**src/rtl/grid_cursor_ctrl_pkg.sv**
```systemverilog
// Shared definitions for the grid cursor controller.
//   - direction codes carried on the dir command field
//   - FSM state encoding (also exported on the debug state port)
//   - grid edge value for a 16x16 grid
package grid_cursor_ctrl_pkg;

  // dir[1] selects the axis (0 = X, 1 = Y); dir[0] selects subtract.
  localparam logic [1:0] DIR_PX = 2'd0;
  localparam logic [1:0] DIR_NX = 2'd1;
  localparam logic [1:0] DIR_PY = 2'd2;
  localparam logic [1:0] DIR_NY = 2'd3;

  localparam logic [3:0] GRID_MAX = 4'd15;

  typedef enum logic {
    ST_IDLE = 1'b0,
    ST_CALC = 1'b1
  } state_t;

endpackage

```
**src/rtl/grid_cursor_ctrl_adder5.sv**
```systemverilog
// adder5: 4-bit add/subtract stage with a 5th result bit.
//   pos  [3:0] in  : operand (current axis position)
//   step [1:0] in  : magnitude 0..3
//   op         in  : 0 = add, 1 = subtract
//   tmp  [3:0] out : result modulo 16
//   last       out : carry out. For add, 1 means the result passed 15.
//                    For subtract it is the inverted borrow, so 0 means
//                    pos < step.
module adder5 (
  input  logic [3:0] pos,
  input  logic [1:0] step,
  input  logic       op,
  output logic [3:0] tmp,
  output logic       last
);

  logic [4:0] addend;
  logic [4:0] sum;

  // Subtraction is done as pos + (16 - step); the carry out of that sum
  // is the "no borrow" flag. step = 0 yields an addend of 16 so the carry
  // is set and no edge is reported.
  always_comb begin
    addend = op ? (5'd16 - {3'b000, step}) : {3'b000, step};
    sum    = {1'b0, pos} + addend;
  end

  assign tmp  = sum[3:0];
  assign last = sum[4];

endmodule

```
**src/rtl/grid_cursor_ctrl.sv**
```systemverilog
// grid_cursor_ctrl: owns the X/Y cursor on a 16x16 grid and applies one
// move command at a time through the adder5 stage.
//   clk, rst_n        : clock, synchronous active-low reset
//   move_valid/ready  : command handshake
//   dir [1:0]         : 0 +X, 1 -X, 2 +Y, 3 -Y
//   step [1:0]        : move magnitude 0..3
//   home              : return to (0,0), honoured only while idle
//   pos_x/pos_y [3:0] : current position
//   done, hit_wall    : registered one-cycle pulses when a move commits
//   move_count        : number of accepted moves, wraps
//   fsm_state         : current controller state, for observation
//
// Handshake: a command transfers on a rising edge where move_valid and
// ready are both high. ready is combinational from state, home and rst_n;
// it is high only in IDLE, out of reset, with home low. Once a command is
// accepted, ready is low for exactly one cycle (CALC) and the result
// commits at the following edge.
module grid_cursor_ctrl
  import grid_cursor_ctrl_pkg::*;
#(
  parameter int WRAP  = 0,
  parameter int CNT_W = 8
) (
  input  logic             clk,
  input  logic             rst_n,
  input  logic             move_valid,
  input  logic [1:0]       dir,
  input  logic [1:0]       step,
  input  logic             home,
  output logic             ready,
  output logic [3:0]       pos_x,
  output logic [3:0]       pos_y,
  output logic             done,
  output logic             hit_wall,
  output logic [CNT_W-1:0] move_count,
  output state_t           fsm_state
);

  localparam logic [CNT_W-1:0] CNT_ONE = 1;

  state_t     state, state_nxt;
  logic       accept;
  logic       lat_axis;
  logic       lat_op;
  logic [1:0] lat_step;
  logic [3:0] axis_pos;
  logic [3:0] sum;
  logic       carry;
  logic       wall;
  logic [3:0] commit_val;

  assign fsm_state = state;

  // Axis mux in front of the single adder5 instance.
  assign axis_pos = lat_axis ? pos_y : pos_x;

  adder5 u_adder5 (
    .pos  (axis_pos),
    .step (lat_step),
    .op   (lat_op),
    .tmp  (sum),
    .last (carry)
  );

  // Add crosses the edge on carry; subtract crosses it on borrow.
  assign wall = lat_op ? ~carry : carry;

  always_comb begin
    commit_val = sum;
    if (wall && (WRAP == 0)) begin
      commit_val = lat_op ? 4'd0 : GRID_MAX;
    end
  end

  always_comb begin
    state_nxt = state;
    ready     = 1'b0;
    accept    = 1'b0;
    case (state)
      ST_IDLE: begin
        ready  = rst_n & ~home;
        accept = move_valid & ready;
        if (accept) begin
          state_nxt = ST_CALC;
        end
      end
      ST_CALC: begin
        state_nxt = ST_IDLE;
      end
      default: begin
        state_nxt = ST_IDLE;
      end
    endcase
  end

  always_ff @(posedge clk) begin
    if (!rst_n) begin
      state      <= ST_IDLE;
      pos_x      <= '0;
      pos_y      <= '0;
      done       <= 1'b0;
      hit_wall   <= 1'b0;
      move_count <= '0;
      lat_axis   <= 1'b0;
      lat_op     <= 1'b0;
      lat_step   <= 2'd0;
    end else begin
      state    <= state_nxt;
      done     <= 1'b0;
      hit_wall <= 1'b0;
      if (state == ST_IDLE) begin
        if (home) begin
          pos_x <= '0;
          pos_y <= '0;
        end else if (accept) begin
          lat_axis   <= dir[1];
          lat_op     <= dir[0];
          lat_step   <= step;
          move_count <= move_count + CNT_ONE;
        end
      end else begin
        if (lat_axis) begin
          pos_y <= commit_val;
        end else begin
          pos_x <= commit_val;
        end
        done     <= 1'b1;
        hit_wall <= wall;
      end
    end
  end

endmodule

```
**config.mk**
```make
export PLATFORM = sky130hd
export DESIGN_NAME = grid_cursor_ctrl
export DESIGN_NICKNAME = d
export VERILOG_FILES = /design/src/rtl/grid_cursor_ctrl_pkg.sv /design/src/rtl/grid_cursor_ctrl_adder5.sv /design/src/rtl/grid_cursor_ctrl.sv
export SDC_FILE = /design/constraint.sdc
export NUM_CORES = 1
export LEC_CHECK = 0
export ABC_CLOCK_PERIOD_IN_PS = 2980
export CAP_MARGIN = 20
export CORE_UTILIZATION = 49
export CTS_CLUSTER_DIAMETER = 80
export DETAILED_ROUTE_END_ITERATION = 7
export PLACE_DENSITY_LB_ADDON = 0.1
export SYNTH_ARGS = -nofsm -noshare
export SYNTH_HDL_FRONTEND = slang
export SYNTH_HIERARCHICAL = 1
export SYNTH_SLANG_ARGS = --single-unit
```
**constraint.sdc**
```tcl
create_clock -name clk -period 2.98 [get_ports clk]
set_clock_uncertainty 0.2 [all_clocks]
set_input_delay 0.596 -clock clk [delete_from_list [all_inputs] [get_ports clk]]
set_output_delay 0.596 -clock clk [all_outputs]
set_load 0.01 [all_outputs]
```
## Yosys cells after proc, flatten, opt, wreduce, memory -nomap -nowiden

Index checks and enable logic that the tools add are counted.

- Bits of input ports: 8
- Output and inout bits: 20
- Flip-flop bits (word level): 23

- Eq/ne operators: 2
- Reductions and logical operators: 5
- Bitwise logic cells: 5
- $add $sub $neg: 3
- Multiplexer cells: 15

Operator list:

| kind | number |
|---|---|
| two-way mux 4 bit | 8 |
| adder 8 x 1 -> 8 bit (second input constant) | 1 |
| AND reduction 2 bit | 3 |
| adder 4 x 5 -> 5 bit | 1 |
| two-way mux 1 bit | 5 |
| two-way mux 5 bit | 1 |
| subtractor 5 x 2 -> 5 bit (first input constant) | 1 |
| inverter 1 bit | 3 |
| AND reduction 3 bit | 1 |
| bitwise AND 1 bit | 2 |
| inequality test 2 x 1 -> 1 bit (second input constant) | 1 |
| inequality test 2 bit (second input constant) | 1 |
| one-hot mux 1 bit (2 select lines) | 1 |
| nonzero test 2 bit | 1 |

## Depth between registers and ports, before layout

- Word-level depth: 8
- Mapped depth: 14
- Mapped depth without buffers: 13

## By module

Netlist, hierarchy kept.

By module, submodules not included:

| module | area an instance (um^2) | instances | cells an instance |
|---|---|---|---|
| grid_cursor_ctrl | 1023.5 | 1 | 118 |
| adder5 | 186.4 | 1 | 27 |

## Worst setup path after synthesis

Ideal clock, no wire load.

- Path type: register to register
- Start point: reg lat_axis
- End point: reg pos_y[1]
- Data required time: 2.664 ns
- Cell stages (with the launch flop): 14
- Setup time: 0.116 ns
- Data arrival time: 2.429 ns
- Clock period less this slack: 2.745 ns
- Slack: 0.235 ns
- Cell sequence: dfxtp_1 clkbuf_1 mux2_2 ha_1 inv_1 fa_1 nor2b_1 nand4_1 o21ai_0 nor2_1 clkbuf_1 o21bai_1 a21boi_0 a31o_2

- Longest elaborated chain between the ends: 7

RTL lines:

| what | RTL line | RTL |
|---|---|---|
| start, declared | grid_cursor_ctrl.sv:43 | `logic lat_axis;` |
| start signal, assigned | grid_cursor_ctrl.sv:116 | `lat_axis <= dir[1];` |
| two-way mux 4 bit (*) | grid_cursor_ctrl.sv:55 | `assign axis_pos = lat_axis ? pos_y : pos_x;` |
| named net axis_pos[0] | grid_cursor_ctrl.sv:46 | `logic [3:0] axis_pos;` |
| adder 4 x 5 -> 5 bit (*) | grid_cursor_ctrl_adder5.sv:25 | `sum = {1'b0, pos} + addend;` |
| named net carry | grid_cursor_ctrl.sv:48 | `logic carry;` |
| inverter 1 bit | grid_cursor_ctrl.sv:66 | `assign wall = lat_op ? ~carry : carry;` |
| two-way mux 1 bit (*) | grid_cursor_ctrl.sv:66 |  |
| two-way mux 4 bit (*) | grid_cursor_ctrl.sv:70 | `if (wall && (WRAP == 0)) begin` |
| two-way mux 4 bit (*) | grid_cursor_ctrl.sv:122 | `if (lat_axis) begin` |
| two-way mux 4 bit (*) | grid_cursor_ctrl.sv:111 | `if (state == ST_IDLE) begin` |
| end signal, assigned | grid_cursor_ctrl.sv:123 | `pos_y <= commit_val;` |
| end, declared | grid_cursor_ctrl.sv:32 | `output logic [3:0] pos_y,` |

Mark *: on every way through the listed nets, which the timed path passes. The rest lies on a longest branch. The select of a mux whose other input is x is not followed.
A chain may end at the register's enable or synchronous reset.

## Worst setup path in the final report

- Start point: reg lat_step[0]
- End point: reg pos_x[2]

- Longest elaborated chain between the ends: 8

RTL lines:

| what | RTL line | RTL |
|---|---|---|
| start, declared | grid_cursor_ctrl.sv:45 | `logic [1:0] lat_step;` |
| start signal, assigned | grid_cursor_ctrl.sv:118 | `lat_step <= step;` |
| subtractor 5 x 2 -> 5 bit | grid_cursor_ctrl_adder5.sv:24 | `addend = op ? (5'd16 - {3'b000, step}) : {3'b000, step};` |
| two-way mux 5 bit (*) | grid_cursor_ctrl_adder5.sv:24 |  |
| adder 4 x 5 -> 5 bit (*) | grid_cursor_ctrl_adder5.sv:25 |  |
| inverter 1 bit | grid_cursor_ctrl.sv:66 |  |
| two-way mux 1 bit | grid_cursor_ctrl.sv:66 |  |
| two-way mux 4 bit (*) | grid_cursor_ctrl.sv:70 |  |
| two-way mux 4 bit (*) | grid_cursor_ctrl.sv:122 |  |
| two-way mux 4 bit (*) | grid_cursor_ctrl.sv:111 |  |
| end signal, assigned | grid_cursor_ctrl.sv:125 | `pos_x <= commit_val;` |
| end, declared | grid_cursor_ctrl.sv:31 | `output logic [3:0] pos_x,` |

Mark *: on every way between the ends. The rest lies on a longest branch, timed or not. The select of a mux whose other input is x is not followed.

==> flow_summary.json <==
{
  "cpMostUsedCell": "o21ai_0",
  "max_slew.worst_pin.slew_ns": 0.5052,
  "drtIter0Drc": 28,
  "maxCapViolCount": 0,
  "ant_nets": 0,
  "vdd_drop_max_mv": 0.4011,
  "outcome": "complete, no violations",
  "final.setup.tns_ns": 0,
  "ctsHoldBuffers": 0,
  "avgViaCountPerCell": 5.593,
  "start_util": 0.5316,
  "slew_violations": 0,
  "drc_errors": 0,
  "clk_pin_slew_worst_paths_ns": 0.13,
  "die_x_um": 51.69,
  "grt_usage": 0.2222,
  "cp_data_required_time_ns": 3.00,
  "synth-edff-count": 0,
  "cts_tree": "done",
  "ios": 28,
  "min_period_ns": 2.827,
  "critPathMaxFanout": 4,
  "worstSetupPathType": "register to register",
  "grt_setup_unrepaired": "no",
  "cts.sinks": 23,
  "leakage_nw": 0.6186,
  "max_stage_delay_ns": 0.40,
  "r2r-start": "lat_step[0]",
  "final_nets": 190,
  "finalSetupViolations": 0,
  "grt_first_pass_wirelength_um": 4319,
  "period_share": 0.9486,
  "ys_async_sr_fraction": 0,
  "syn-mean-instance-area_um2": 8.344,
  "seq_area_frac_synth": 0.3806,
  "cp_cell_sequence": "inv_1 -> ha_1 -> nand2_1 -> o21ai_0 -> inv_1 -> fa_2 -> nor2b_1 -> nand4_1 -> o21ai_0 -> nor2_1 -> nand2_1 -> o21ai_0 -> a32o_1",
  "antenna_found_initial": 0,
  "end_kind": "register",
  "ys.flop_type": "dfxtp_1",
  "crit_arrival_ns": 2.84,
  "path_buf_inv": 2,
  "drt_wl_total_um": 2757,
  "synth_cell_type_count": 34,
  "ctsHtreeMaxLevel": 1,
  "grt_max_degree": 24,
  "num_vias": 1141,
  "finalHoldViolCount": 0,
  "wire_per_inst_um": 13.51,
  "drt_pass1_iterations": 4,
  "clk_latency_ns": 0.31,
  "slowest_stage": "fa_2",
  "relSlewSlack": 0.6596,
  "antenna_cells": 0,
  "syn_inst": 145,
  "die_h_um": 51.69,
  "row_count": 17,
  "min_path_type": "register to register",
  "startpoint": "lat_step[0]",
  "layout-drive-gt1-share": 0.1193,
  "p_per_area_nw_per_um2": 340.1,
  "gr-total-overflow": 0,
  "start_kind": "register",
  "finalPower_uw": 532.3,
  "fmax_mhz": 353.8,
  "cts-buffers-inserted": 3,
  "first_global_vias": 915,
  "syn_nets": 158,
  "fp.coreArea_um2": 2276,
  "synth-seq-cells": 23,
  "syn_to_final_growth_pct": 29.37,
  "gp_congestion": 0.8439,
  "hpwl_um": 2039,
  "dieArea_um2": 2672,
  "portBuffers": 27,
  "cts_root_buf": "clkbuf_4",
  "hold_start": "lat_step[1]",
  "cpLargestDelayFamily": "compound AO/OA/AOI/OAI gates",
  "clk_path_buf_depth": 2,
  "syn_area_um2": 1210,
  "yosysWarnings": 6
}
-- final cells by class --
type,count,area (µm²)
Sequential cell,23,460.4
Clock inverter,1,5.005
Tap cell,28,35.03
Multi-Input combinational cell,106,693.2
Fill cell,191,710.7
Timing Repair Buffer,32,307.8
Clock buffer,3,22.52
Inverter,11,41.29
-- worst reg2reg max path: cells and delay by family, from the launching register on --
kind,cells,cell delay (ns)
flops,1,0.38
compound gates,4,0.71
fa+ha+maj,2,0.67
buf+inv,2,0.17
simple gates,5,0.59
-- state kept, by name (all words and copies together) (netlist names) --
register and flops:
move_count 8, pos_x 4, pos_y 4, lat_step 2, done 1, fsm_state 1, hit_wall 1, lat_axis 1
lat_op 1
-- cells in the final DEF, fill, tap and decap left out, types with 3 or more instances in the layout --
cell              n
clkdlybuf4s50_1  27
nand2_1          25
dfxtp_1          23
inv_1            10
nor2_1           10
nand3_1           8
o21ai_0           7
mux2_2            5
buf_4             5
a21oi_1           4
a32o_1            4
and2_1            4
ha_1              4
nand4_1           3
mux2i_1           3
xnor2_1           3
clkbuf_4          3
-- routing by layer --
metal,GRT usage,part of all wire,up-vias
li1,-,-,567
met1,0.3080,0.47,519
met2,0.3463,0.45,53
met3,0.05556,0.074,2
met4,0.04955,0.0047,0
met5,0,0,-
-- worst paths after layout --
kind | endpoint | slack, ns | cells after the start
max reg2reg | pos_x[2] | 0.15 | 13
max | pos_x[2] | 0.15 | 13
min | lat_step[1] | 0.27 | 2
min reg2reg | lat_step[1] | 0.27 | 2
-- report_power, final --
group / switching, mW / leakage, nW / internal [mW]
logic: 0.0332 / 0.415 / 0.0306
clock network: 0.0981 / 0.0177 / 0.0502
registers: 0.00725 / 0.186 / 0.313
-- repair_timing --
action	in CTS	in global routing
cloned	0	1
endpoints found under the setup margin	2	8
resized for setup	1	1
buffers inserted	0	1
-- per-stage QoR --
stage	std cells	cell area [µm²]	setup WS, ns	util	hold WS [ns]
2_1_floorplan	145	1210	0.2352	-	0.2340
3_3_place_gp	198	1521	0.2291	0.6685	0.2491
3_5_place_dp	198	1521	0.01570	0.6685	0.2578
4_1_cts	202	1551	0.1396	0.6817	0.2774
5_1_grt	204	1565	0.02323	0.6877	0.3134
6_report	204	1565	0.1532	0.6877	0.2725
-- kinds of logic after synthesis --
group	synth area share
adder cells (fa/ha/maj)	0.05791
AO/OA/AOI/OAI	0.1468
flip-flops	0.3806
XOR/XNOR	0.03620
AND/OR/NAND/NOR	0.2534
multiplexers	0.07135
buffers and inverters	0.05377
-- cell usage after synthesis, types with 3 or more instances --
| cell | number | area [µm²] |
|---|---|---|
| nand2_1 | 25 | 93.84 |
| dfxtp_1 | 23 | 460.4 |
| inv_1 | 10 | 37.54 |
| nor2_1 | 10 | 37.54 |
| nand3_1 | 8 | 40.04 |
| o21ai_0 | 7 | 35.03 |
| clkbuf_1 | 5 | 18.77 |
| mux2_2 | 5 | 56.30 |
| a21oi_1 | 4 | 20.02 |
| a32o_1 | 4 | 40.04 |
| and2_1 | 4 | 25.02 |
| ha_1 | 4 | 50.05 |
| mux2i_1 | 3 | 30.03 |
| nand4_1 | 3 | 18.77 |
| xnor2_1 | 3 | 26.28 |
(Power assumes the default switching activity.)
